### src/rtl/ring_counter_param.sv
// Parametrised shift-register counter: one-hot ring or Johnson sequence, with direction, load,
// illegal-state self-correction and a wrap pulse on return to the home pattern.
module ring_counter_param #(
  parameter int unsigned WIDTH    = 4,
  parameter int unsigned INIT_POS = 0
) (
  input  logic             clk,
  input  logic             reset,
  input  logic             en,
  input  logic             mode,
  input  logic             dir,
  input  logic             load,
  input  logic [WIDTH-1:0] load_val,
  output logic [WIDTH-1:0] count_out,
  output logic             wrap,
  output logic             illegal
);

  localparam int unsigned CNT_W = 6;
  localparam logic [WIDTH-1:0] HOME_RING = WIDTH'(1) << INIT_POS;

  if (WIDTH < 2 || WIDTH > 32 || INIT_POS >= WIDTH) begin : g_param_check
    $error("ring_counter_param: WIDTH must be 2..32 and INIT_POS below WIDTH");
  end

  logic [CNT_W-1:0] ones_c;
  logic [CNT_W-1:0] edges_c;
  logic [WIDTH-1:0] home_c;
  logic [WIDTH-1:0] shifted_c;
  logic [WIDTH-1:0] next_q;
  logic             next_wrap;

  // Ring states have exactly one set bit; Johnson states have at most two circular 0/1 boundaries.
  always_comb begin : illegal_decode
    ones_c  = '0;
    edges_c = '0;
    for (int unsigned i = 0; i < WIDTH; i++) begin
      ones_c = ones_c + CNT_W'(count_out[i]);
    end
    for (int unsigned i = 0; i < WIDTH - 1; i++) begin
      edges_c = edges_c + CNT_W'(count_out[i] ^ count_out[i+1]);
    end
    edges_c = edges_c + CNT_W'(count_out[WIDTH-1] ^ count_out[0]);
    illegal = mode ? (edges_c > CNT_W'(2)) : (ones_c != CNT_W'(1));
  end

  // One rotate step; Johnson mode inverts the bit that wraps around.
  always_comb begin : shift_step
    home_c = mode ? '0 : HOME_RING;
    if (dir) begin
      shifted_c = {count_out[WIDTH-2:0], count_out[WIDTH-1] ^ mode};
    end else begin
      shifted_c = {count_out[0] ^ mode, count_out[WIDTH-1:1]};
    end
  end

  // Priority: load, then correction of an illegal state, then shift, else hold.
  always_comb begin : next_state
    next_q    = count_out;
    next_wrap = 1'b0;
    if (load) begin
      next_q = load_val;
    end else if (en && illegal) begin
      next_q = home_c;
    end else if (en) begin
      next_q    = shifted_c;
      next_wrap = (shifted_c == home_c);
    end
  end

  always_ff @(posedge clk or negedge reset) begin
    if (!reset) begin
      count_out <= HOME_RING;
      wrap      <= 1'b0;
    end else begin
      count_out <= next_q;
      wrap      <= next_wrap;
    end
  end

endmodule
### config.mk
export PLATFORM = sky130hd
export DESIGN_NAME = ring_counter_param
export DESIGN_NICKNAME = d
export VERILOG_FILES = /design/src/rtl/ring_counter_param.sv
export SDC_FILE = /design/constraint.sdc
export NUM_CORES = 1
export LEC_CHECK = 0
export CAP_MARGIN = 20
export CORE_AREA = 4 4 41 43
export DETAILED_ROUTE_END_ITERATION = 6
export DIE_AREA = 0 0 45 47
export GPL_ROUTABILITY_DRIVEN = 0
export HOLD_SLACK_MARGIN = 0.03
export PLACE_DENSITY = 0.81
export SYNTH_ARGS = -nofsm -noshare
export SYNTH_HDL_FRONTEND = slang
export SYNTH_SLANG_ARGS = --single-unit
### constraint.sdc
create_clock -name clk -period 3.3 [get_ports clk]
set_clock_uncertainty 0.2 [all_clocks]
set_input_delay 0.825 -clock clk [delete_from_list [all_inputs] [get_ports clk]]
set_output_delay 0.825 -clock clk [all_outputs]
set_load 0.05 [all_outputs]
==> run_results.csv <==
group,metric,value,unit
clocking,cts_tree,"built",
sta,max_freq,0.281,GHz
drt,vias,512,
cells_and_area,area_growth,55.4,%
die,rows,13,
critical_path,cp_common_cell,"ha_4",
clocking,cts_resized,0,
grt,grt_pass1_vias,547,
cells_and_area,drive_gt1_share,35.7,%
yosys,netlist_area,587,µm²
drt,drtPass1Iterations,3,
yosys,post_synth_num_cell_types,26,
pwr,max-vdd-ir-drop,562,µV
drt,wl_per_cell,13.7,µm
yosys,yosysTopAreaCellShare,17.1,%
yosys,synthFlopType,"dfrtp_1",
clocking,cts.clk_slew.worst_paths,0.05,ns
die,die_w,45,µm
drt,vias_per_cell,5.17,
min_path,hold_path_class,"flip-flop to flip-flop",
yosys,yosysWarningCount,0,
yosys,synth-seq-cells,5,
die,core-area,1300,µm²
yosys,syn_area_per_cell,9.78,µm²
clocking,cts_buffer_depth,2,
critical_path,required,2.27,ns
die,start_util,45.1,%
critical_path,critPathCapture,"illegal",
die,ioPinCount,16,
grt,grt_pass1_wl,2.33,mm
critical_path,startpoint,"count_out[0]$_DFFE_PN1P_",
status,outcome,"complete, but fails checks",
yosys,synth-seq-area-share,21.5,%
sta,finalCritPeriodShare,108,%
critical_path,cp_cell_sequence,"ha_4, fa_1, ha_2, ha_4, nor3b_4, o22ai_4, buf_12",
yosys,synthTopCellsByArea,"dfrtp_1 (17%), ha_1 (13%), fa_1 (6.8%)",
drt,drc,0,
cells_and_area,fillCellCount,109,
drt,drt_first_iter_violations,4,
yosys,async_flop_share,100,%
drt,routed_wl,1.35,mm
grt,grt_use_total,16.0,%
pwr,power.total,712,µW
critical_path,path_depth,7,
yosys,synth_common_cells,"inv_1 (8), ha_1 (6), dfrtp_1 (4), xor2_1 (4)",
clocking,worstSkewPairLatency,0.25,ns
run,drv_cap,0,
status,violations,"negative setup slack",
yosys,syn_inst,60,
drt,drtAntennaViolNets,0,
clocking,ctsHoldBuffers,0,
placed_design,port_buffers,15,
cells_and_area,n_antenna_cell,0,
grt,grt-ovfl-total,0,
clocking,clock-sinks,5,
cells_and_area,nets,103,
critical_path,path_max_fanout,5,
yosys,yosysTopAreaCell,"dfrtp_1",
clocking,cts-buffers-inserted,3,
critical_path,timing.rr.end,"wrap$_DFF_PN0_",
clocking,cts_root_buffer,"clkbuf_4",
critical_path,worstSetupPathType,"flip-flop to primary output",
critical_path,cp-start-kind,"flip-flop",
critical_path,worstReg2RegStart,"count_out[0]$_DFFE_PN1P_",
critical_path,critPathArrivalTime,2.53,ns
sta,slew_headroom,66.8,%
critical_path,crit_slowest_cell,"dfstp_4",
critical_path,cpPeakStageDelay,0.65,ns
critical_path,reg2reg_slack,0.35,ns
grt,grt_max_degree,10,
critical_path,reg2reg_depth,9,
sta,rsz0062_at_grt,"true",
sta,hold_viol,0,
critical_path,path_buf_inv,1,
pwr,leakage,0.385,nW
yosys,synth_most_common_cell,"inv_1",
yosys,synth_nets,78,
sta,setup_ws,-0.253,ns
sta,slew_viol_final,0,
grt,antenna_found_initial,0,
die,dieHeight,47,µm
clocking,htree_levels,1,
pwr,power_density,781,nW/µm²
die,die-area,2120,µm²
yosys,synth_edf_count,0,
placed_design,dp_slack,-0.0227,ns
critical_path,crit_family,"adder cells",
sta,period_needed,3.55,ns
sta,setup-violations-final,1,
critical_path,crit_path_end_kind,"primary output",
placed_design,dp_hpwl,1.14,mm
cells_and_area,utilization,70.1,%
sta,worstMarginPinSlew,0.496,ns
routing by layer:
layer  vias up  track usage, %  share of wire [%]
met5         -               0                  0
met4         0            8.77                2.4
met3         2            1.15                5.0
met2        17            30.8                 51
met1       239            17.2                 41
li1        254               -                  -
cell families (layout without fill, tap and decap cells):
group	count (synthesis)	count (layout)	synth area share, %
muxes	3	3	5.12
DFF	5	5	21.5
buffers and inverters	12	36	11.5
AOI/OAI and AO/OA	13	13	16.2
adders and majority gates	8	8	19.6
and+or+nand+nor	14	14	17.3
xor gates and xnor gates	5	5	8.74
stage by stage:
step | hold WS (ns) | area (µm²) | TNS, ns | std cells
finish | 0.394 | 912 | -0.253 | 99
global route | 0.420 | 912 | -0.353 | 99
detailed placement | 0.399 | 878 | -0.0227 | 94
global placement | 0.393 | 878 | 0 | 94
CTS | 0.395 | 912 | -0.283 | 99
floorplan | 0.329 | 681 | -0.0601 | 60
what timing repair did:
action                     CTS  global route
pin swaps                    1             0
setup endpoints to repair    1             1
buffers inserted             1             0
worst min-delay path by stage:
stage / end / startpoint / cells after the start / slack (ns)
2_1_floorplan: count_out[1]$_DFFE_PN0P_ / reset / 0 / 0.33
3_3_place_gp: wrap$_DFF_PN0_ / count_out[1]$_DFFE_PN0P_ / 1 / 0.39
3_5_place_dp: wrap$_DFF_PN0_ / count_out[1]$_DFFE_PN0P_ / 1 / 0.40
4_1_cts: wrap$_DFF_PN0_ / count_out[1]$_DFFE_PN0P_ / 1 / 0.39
5_1_grt: wrap$_DFF_PN0_ / count_out[1]$_DFFE_PN0P_ / 1 / 0.42
6_report: wrap$_DFF_PN0_ / count_out[1]$_DFFE_PN0P_ / 1 / 0.39
flip-flops by register name, summed over array words and instances (netlist names):
name       count
count_out      4
wrap           1
area by class of cell:
cell class	instances	area [µm²]	area share, %
Multi-Input combinational cell	43	477	52.3
Timing Repair Buffer	24	228	25.0
Sequential cell	5	133	14.5
Inverter	8	30.0	3.29
Clock buffer	4	26.3	2.88
Tap cell	15	18.8	2.06
worst reg2reg max path, cell delays in order, from the launching register on:
cell,delay (ns)
dfstp_4,0.65
ha_4,0.21
fa_1,0.44
ha_2,0.21
ha_4,0.26
nor3b_4,0.23
o22ai_4,0.11
buf_4,0.14
buf_4,0.12
a2111oi_2,0.27
cells in the final DEF, fill, tap and decap left out, drive strengths merged:
cell	instances
fa	2
a221o	1
mux2i	3
o21ai	3
dfstp	1
a311oi	1
nor2b	1
nand2	1
buf	10
nor3	1
dfrtp	4
a2111oi	1
nor3b	5
clkdlybuf4s50	14
and3b	1
a21oi	3
nand2b	3
o22ai	1
o221ai	2
o21a	1
ha	6
xnor2	1
inv	8
clkbuf	4
nor2	2
xor2	4
where the power goes:
group,internal (mW),switching [mW]
combinational,0.289,0.258
clock,0.0459,0.0287
sequential,0.0755,0.0156
Power figures use the tool's default switching activity.
